[config.mk]
export PLATFORM = sky130hd
export DESIGN_NAME = ssd_scan_driver
export DESIGN_NICKNAME = d
export VERILOG_FILES = /design/src/rtl/ssd_scan_driver.sv
export SDC_FILE = /design/constraint.sdc
export NUM_CORES = 1
export LEC_CHECK = 0
export ABC_AREA = 1
export CAP_MARGIN = 10
export CORE_ASPECT_RATIO = 1.25
export CORE_MARGIN = 8
export CORE_UTILIZATION = 54
export DETAILED_ROUTE_END_ITERATION = 10
export PLACE_DENSITY = 0.76
export SYNTH_ARGS = -nofsm -noshare
export SYNTH_HDL_FRONTEND = slang
export SYNTH_SLANG_ARGS = --single-unit
[constraint.sdc]
create_clock -name clk -period 1.5 [get_ports clk]
set_clock_uncertainty 0.05 [all_clocks]
set_input_delay 0.3 -clock clk [delete_from_list [all_inputs] [get_ports clk]]
set_output_delay 0.3 -clock clk [all_outputs]
set_load 0.1 [all_outputs]
[src/rtl/ssd_scan_driver.sv]
// Time-multiplexed common-anode 7-segment driver fed by a shifting history of 4-bit digit codes.
// Guard blank at the start of each dwell and an optional whole-display blink.
module ssd_scan_driver #(
  parameter int CLK_HZ     = 50_000_000,
  parameter int SCAN_HZ    = 1000,
  parameter int NUM_DIGITS = 4,
  parameter int GUARD_CYC  = 16,
  parameter int BLINK_HZ   = 2,
  parameter int ACTIVE_LOW = 1
) (
  input  logic                  clk,
  input  logic                  rst,
  input  logic                  load,
  input  logic [3:0]            code,
  input  logic                  clear,
  input  logic                  blink_en,
  output logic [6:0]            seg,
  output logic [NUM_DIGITS-1:0] an
);

  localparam int SCAN_DIV  = CLK_HZ / SCAN_HZ;
  localparam int BLINK_DIV = CLK_HZ / (2 * BLINK_HZ);
  localparam int SCAN_W    = (SCAN_DIV > 1) ? $clog2(SCAN_DIV) : 1;
  localparam int BLINK_W   = (BLINK_DIV > 1) ? $clog2(BLINK_DIV) : 1;
  localparam int IDX_W     = $clog2(NUM_DIGITS);
  localparam logic POL     = (ACTIVE_LOW != 0);

  logic [3:0]            digit [NUM_DIGITS];
  logic [SCAN_W-1:0]     scan_cnt;
  logic [BLINK_W-1:0]    blink_cnt;
  logic [IDX_W-1:0]      idx;
  logic                  phase;
  logic [6:0]            seg_next;
  logic [NUM_DIGITS-1:0] an_next;

  function automatic logic [6:0] decode(input logic [3:0] c);
    case (c)
      4'd0:    decode = 7'h3F;
      4'd1:    decode = 7'h06;
      4'd2:    decode = 7'h5B;
      4'd3:    decode = 7'h4F;
      4'd4:    decode = 7'h66;
      4'd5:    decode = 7'h6D;
      4'd6:    decode = 7'h7D;
      4'd7:    decode = 7'h07;
      4'd8:    decode = 7'h7F;
      4'd9:    decode = 7'h6F;
      4'd10:   decode = 7'h40;
      default: decode = 7'h00;
    endcase
  endfunction

  // Active-high view of what the pins should show next; blank digits keep their anode lit.
  always_comb begin
    seg_next = 7'h00;
    an_next  = '0;
    if (!((scan_cnt < SCAN_W'(GUARD_CYC)) || (blink_en && !phase))) begin
      an_next  = NUM_DIGITS'(1) << idx;
      seg_next = decode(digit[idx]);
    end
  end

  always_ff @(posedge clk) begin
    if (rst) begin
      for (int k = 0; k < NUM_DIGITS; k++) digit[k] <= 4'hF;
      scan_cnt  <= '0;
      blink_cnt <= '0;
      idx       <= '0;
      phase     <= 1'b1;
      seg       <= {7{POL}};
      an        <= {NUM_DIGITS{POL}};
    end else begin
      // clear wins over a coincident load, which is simply dropped
      if (clear) begin
        for (int k = 0; k < NUM_DIGITS; k++) digit[k] <= 4'hF;
      end else if (load) begin
        for (int k = NUM_DIGITS - 1; k >= 1; k--) digit[k] <= digit[k-1];
        digit[0] <= code;
      end

      if (scan_cnt == SCAN_W'(SCAN_DIV - 1)) begin
        scan_cnt <= '0;
        idx      <= (idx == IDX_W'(NUM_DIGITS - 1)) ? '0 : idx + IDX_W'(1);
      end else begin
        scan_cnt <= scan_cnt + SCAN_W'(1);
      end

      // blink phase runs continuously so enabling blink joins the current phase
      if (blink_cnt == BLINK_W'(BLINK_DIV - 1)) begin
        blink_cnt <= '0;
        phase     <= ~phase;
      end else begin
        blink_cnt <= blink_cnt + BLINK_W'(1);
      end

      seg <= seg_next ^ {7{POL}};
      an  <= an_next ^ {NUM_DIGITS{POL}};
    end
  end

endmodule

=== After elaboration in Yosys (flattened, before gate mapping) ===
Memories as Yosys holds them, arrays and structs flattened. A register that Yosys moved wholly into a read port is not among the register bits.
Index checks and enable logic that the tools add are counted.

* $add $sub $neg: 3
* $lt $le $gt $ge: 1
* Equal/unequal tests: 3
* Shift-type cells: 1
* Mux-type cells: 22
* Bitwise logic cells: 11
* Reductions and logical operators: 5

{| class="wikitable"
|+ Operators by type and width
! cell !! count
|-
| 4-bit 2-to-1 mux || 9
|-
| 24-bit by 1-bit adder with 24-bit output (second input constant) || 1
|-
| 24-bit == test (second input constant) || 1
|-
| 16-bit by 1-bit adder with 16-bit output (second input constant) || 1
|-
| 16-bit == test (second input constant) || 1
|-
| 16-bit by 5-bit < comparator with 1-bit output (second input constant) || 1
|-
| 1-bit 2-to-1 mux || 9
|-
| 1-bit OR || 8
|-
| 7-bit 2-to-1 mux || 1
|-
| 7-bit NOT || 1
|-
| 2-bit 2-to-1 mux || 3
|-
| 4-bit NOT || 1
|-
| 2-bit OR reduction || 2
|-
| 1-bit by 2-bit << shifter with 4-bit output (first input constant) || 1
|-
| 2-bit by 1-bit adder with 2-bit output (second input constant) || 1
|-
| 2-bit == test (second input constant) || 1
|-
| 1-bit logical AND || 1
|-
| 1-bit zero test || 1
|-
| 1-bit logical OR || 1
|-
| 1-bit NOT || 1
|}

* Bits in registers: 54
* Bits in writable memories: 16
* ROM bits: 112
* Input port bits: 9
* Output and inout bits: 11
* Logic and storage cells: 54
* Memories: 2

{| class="wikitable"
|+ Memory list
! name !! words !! bits a word !! rd ports !! clocked after memory_dff !! write ports !! line !! text
|-
| (no name shown) || 16 || 7 || 1 || 0 || 0 || 37 || <nowiki>case (c)</nowiki>
|-
| digit || 4 || 4 || 4 || 1 || 4 || 28 || <nowiki>logic [3:0] digit [NUM_DIGITS];</nowiki>
|}

=== Logic depth before layout (Yosys ltp) ===
* Word-level depth: 5
* Gate-level depth with buffers: 10
* Mapped depth without buffers: 10

=== Worst setup path before layout ===
No wires, ideal clock.

* Kind: input -> register
* Start: in rst
* End: mem digit[0][0] (enable)
* Library setup time: 0.337 ns
* Arrival time: 1.089 ns
* Data required time: 1.113 ns
* Slack: 0.024 ns
* Stages: 4
* Path buffers: 1
* Path through: inv_1 > buf_2 > nand2_1 > nand3_1

{| class="wikitable"
|+ RTL lines
! item !! line !! text
|-
| from (decl) || 12 || <nowiki>input logic rst,</nowiki>
|-
| to (decl) || 28 ||
|}

==> flow_metrics.py <==
metrics = {
    "run_status": {
        "status": "complete, but fails checks",
        "violations": "setup timing",
    },
    "synthesis": {
        "synth_area_per_cell_um2": 8.03,
        "synthesis.area_um2": 3620,
        "synth_top_cell_by_area": "dfxtp_1",
        "ys_seq_area_share_pct": 43.1,
        "synth_warnings": 0,
        "synthCells": 451,
        "ys_top_cells_by_area": "dfxtp_1, nand2_1, edfxtp_1",
        "ys.flop_type": "dfxtp_1",
        "synth.most_common_cell": "nand2_1",
        "yosys-top-cells-count": "nand2_1, dfxtp_1, nor2_1, inv_1, nand3_1",
        "synth_edf_count": 12,
        "synth-seq-cells": 72,
        "synth.top_cell.area_share_pct": 33.2,
        "ys_async_sr_fraction_pct": 0,
        "syn_nets": 471,
        "ys_types": 32,
    },
    "final_layout": {
        "utilization_pct": 70.9,
        "drive_gt1_share_pct": 30.6,
        "syn2layout_area_growth_pct": 27.9,
        "finalNonFillerCells": 594,
        "num-nets-final": 522,
        "final_area_um2": 4630,
        "n_fill_cell": 522,
        "antenna_cells": 0,
    },
    "floorplan": {
        "die-area_um2": 9600,
        "rows": 33,
        "core_um2": 6520,
        "chipWidth_um": 89.2,
        "die_h_um": 108,
        "ios": 20,
        "start_util_pct": 55.5,
    },
    "sta": {
        "clock.fmax_ghz": 0.665,
        "report.final.slew_viol_count": 0,
        "period_share_pct": 100,
        "whs_ns": 0.386,
        "min_period_ns": 1.50,
        "slew_headroom_pct": 70.2,
        "worst_slew_pin_slew_ns": 0.444,
        "hold_violations": 0,
        "setup_tns_ns": -0.00306,
        "finalSetupViolCount": 1,
        "worst_slack_ns": -0.00306,
        "rsz0062_at_grt": "yes",
    },
    "power_and_ir_drop": {
        "power_leakage_nw": 1.66,
        "powerDensity_nw_per_um2": 893,
        "peakVddDrop_uv": 784,
        "report.power.total_mw": 4.13,
    },
    "clock_tree": {
        "cts-root-buf": "clkbuf_8",
        "clock_path_buffers": 2,
        "clk_pin_slew_ns": 0.08,
        "ctsHtreeMaxLevel": 3,
        "cts_tree": "yes",
        "cts_hold_buf": 0,
        "clk-insertion-delay-late_ns": 0.35,
        "cts_sinks": 72,
        "numCtsBuffers": 9,
    },
    "placement": {
        "pre_cts_ws_ns": -0.315,
        "placedCellCount": 572,
        "dp_hpwl_mm": 5.24,
        "place_area_um2": 4150,
        "place.gp.congestion": 0.870,
        "portBuffers": 19,
    },
    "detailed_routing": {
        "drt_iter0_drc": 162,
        "antenna_left": 0,
        "first_pass_iters": 5,
        "vias": 3061,
        "routed_wl_mm": 7.68,
        "drc": 0,
        "vias_per_cell": 5.15,
        "avgRoutedWirePerCell_um": 12.9,
    },
    "grt": {
        "grt_use_met3_pct": 5.19,
        "overflow": 0,
        "grt_max_degree": 16,
        "met1_usage_pct": 17.4,
        "grt_pass1_vias": 2953,
        "grt_pass1_wl_mm": 12.4,
        "use_met2_pct": 28.3,
        "gr-usage-all-layers_pct": 16.3,
        "antenna_found_initial": 0,
        "grt.busiest_layer": "met2",
    },
    "min_path": {
        "min_path_type": "reg2reg",
    },
    "worst_setup_path": {
        "worstPathRequired_ns": 1.68,
        "worst-setup-path-type": "reg2reg",
        "crit_arrival_ns": 1.68,
        "critPathMaxFanout": 5,
        "cp-start-kind": "register",
        "critPathCaptureType": "register",
    },
    "run": {
        "max_cap_violations": 0,
    },
}
## path summary, 6_finish.rpt
| kind | startpoint | end | slack, ns | cells past startpoint |
|---|---|---|---|---|
| worst min-delay path | scan_cnt[0] | scan_cnt[0] | 0.39 | 1 |
| worst max register to register | register | seg[3] | -0.003 | 9 |
| worst max-delay path | register | seg[3] | -0.003 | 9 |
| worst min register to register | scan_cnt[0] | scan_cnt[0] | 0.39 | 1 |
## worst max-delay path, stage by stage, from the launching register on
cell	delay, ns
dfxtp_4	0.38
buf_6	0.12
nand2_2	0.06
nand3_2	0.08
nand2_4	0.08
buf_6	0.13
ha_4	0.25
nand2_1	0.06
nand3_1	0.09
nand3_1	0.08
## area by class of cell
type	instances	area (um2)	area share, %
clock inverter	5	85.1	1.84
sequential	72	1570	34.0
clock buffer	11	163	3.51
timing repair buffer	46	577	12.5
multi-input combinational	332	1960	42.4
inverter	41	159	3.43
tap	87	109	2.35
## registers in the layout, summed over array words and instances, names as in the netlist, named ones only
register and count:
blink_cnt 24, digit 16, scan_cnt 16, seg 7, an 4, idx 2
phase 1
## kinds of logic (layout without fill, tap and decap cells)
family	count (synthesis)	after routing	synth area share, %
buf+inv	48	103	6.43
flops	72	72	43.1
xor+xnor	16	16	3.87
fa+ha+maj	11	11	3.80
compound gates	31	31	5.32
simple gates	273	274	37.4
## where the power goes
group / total [mW] / switching [mW] / internal (mW)
clock network: 1.82 / 0.731 / 1.09
logic: 0.301 / 0.162 / 0.140
registers: 2.01 / 0.0221 / 1.99
total: 4.13 / 0.914 / 3.22
## layout by cell type (no fill, tap or decap), drive strengths merged, types with 8 or more instances in the layout
cell | Yosys | routed
o21ai | 8 | 8
or2 | 13 | 13
xor2 | 12 | 12
clkbuf | 1 | 12
dfxtp | 60 | 60
a21oi | 15 | 15
inv | 41 | 42
edfxtp | 12 | 12
clkdlybuf4s50 | 0 | 8
nand3 | 44 | 44
buf | 6 | 37
ha | 11 | 11
nor2 | 80 | 80
nand2 | 117 | 118
nand4 | 10 | 10
## per-layer routing
layer  share of wire [%]  routed length (um)
met5                   0                   0
met4                 2.0                 157
met3                 3.1                 241
met2                  54                4190
met1                  40                3100
## timing repair
action	in CTS	in global routing
setup buffers	2	2
endpoints found under the setup margin	11	60
cloned	0	2
resized for setup	4	46
pin swaps	1	14
Power figures use the tool's default switching activity.
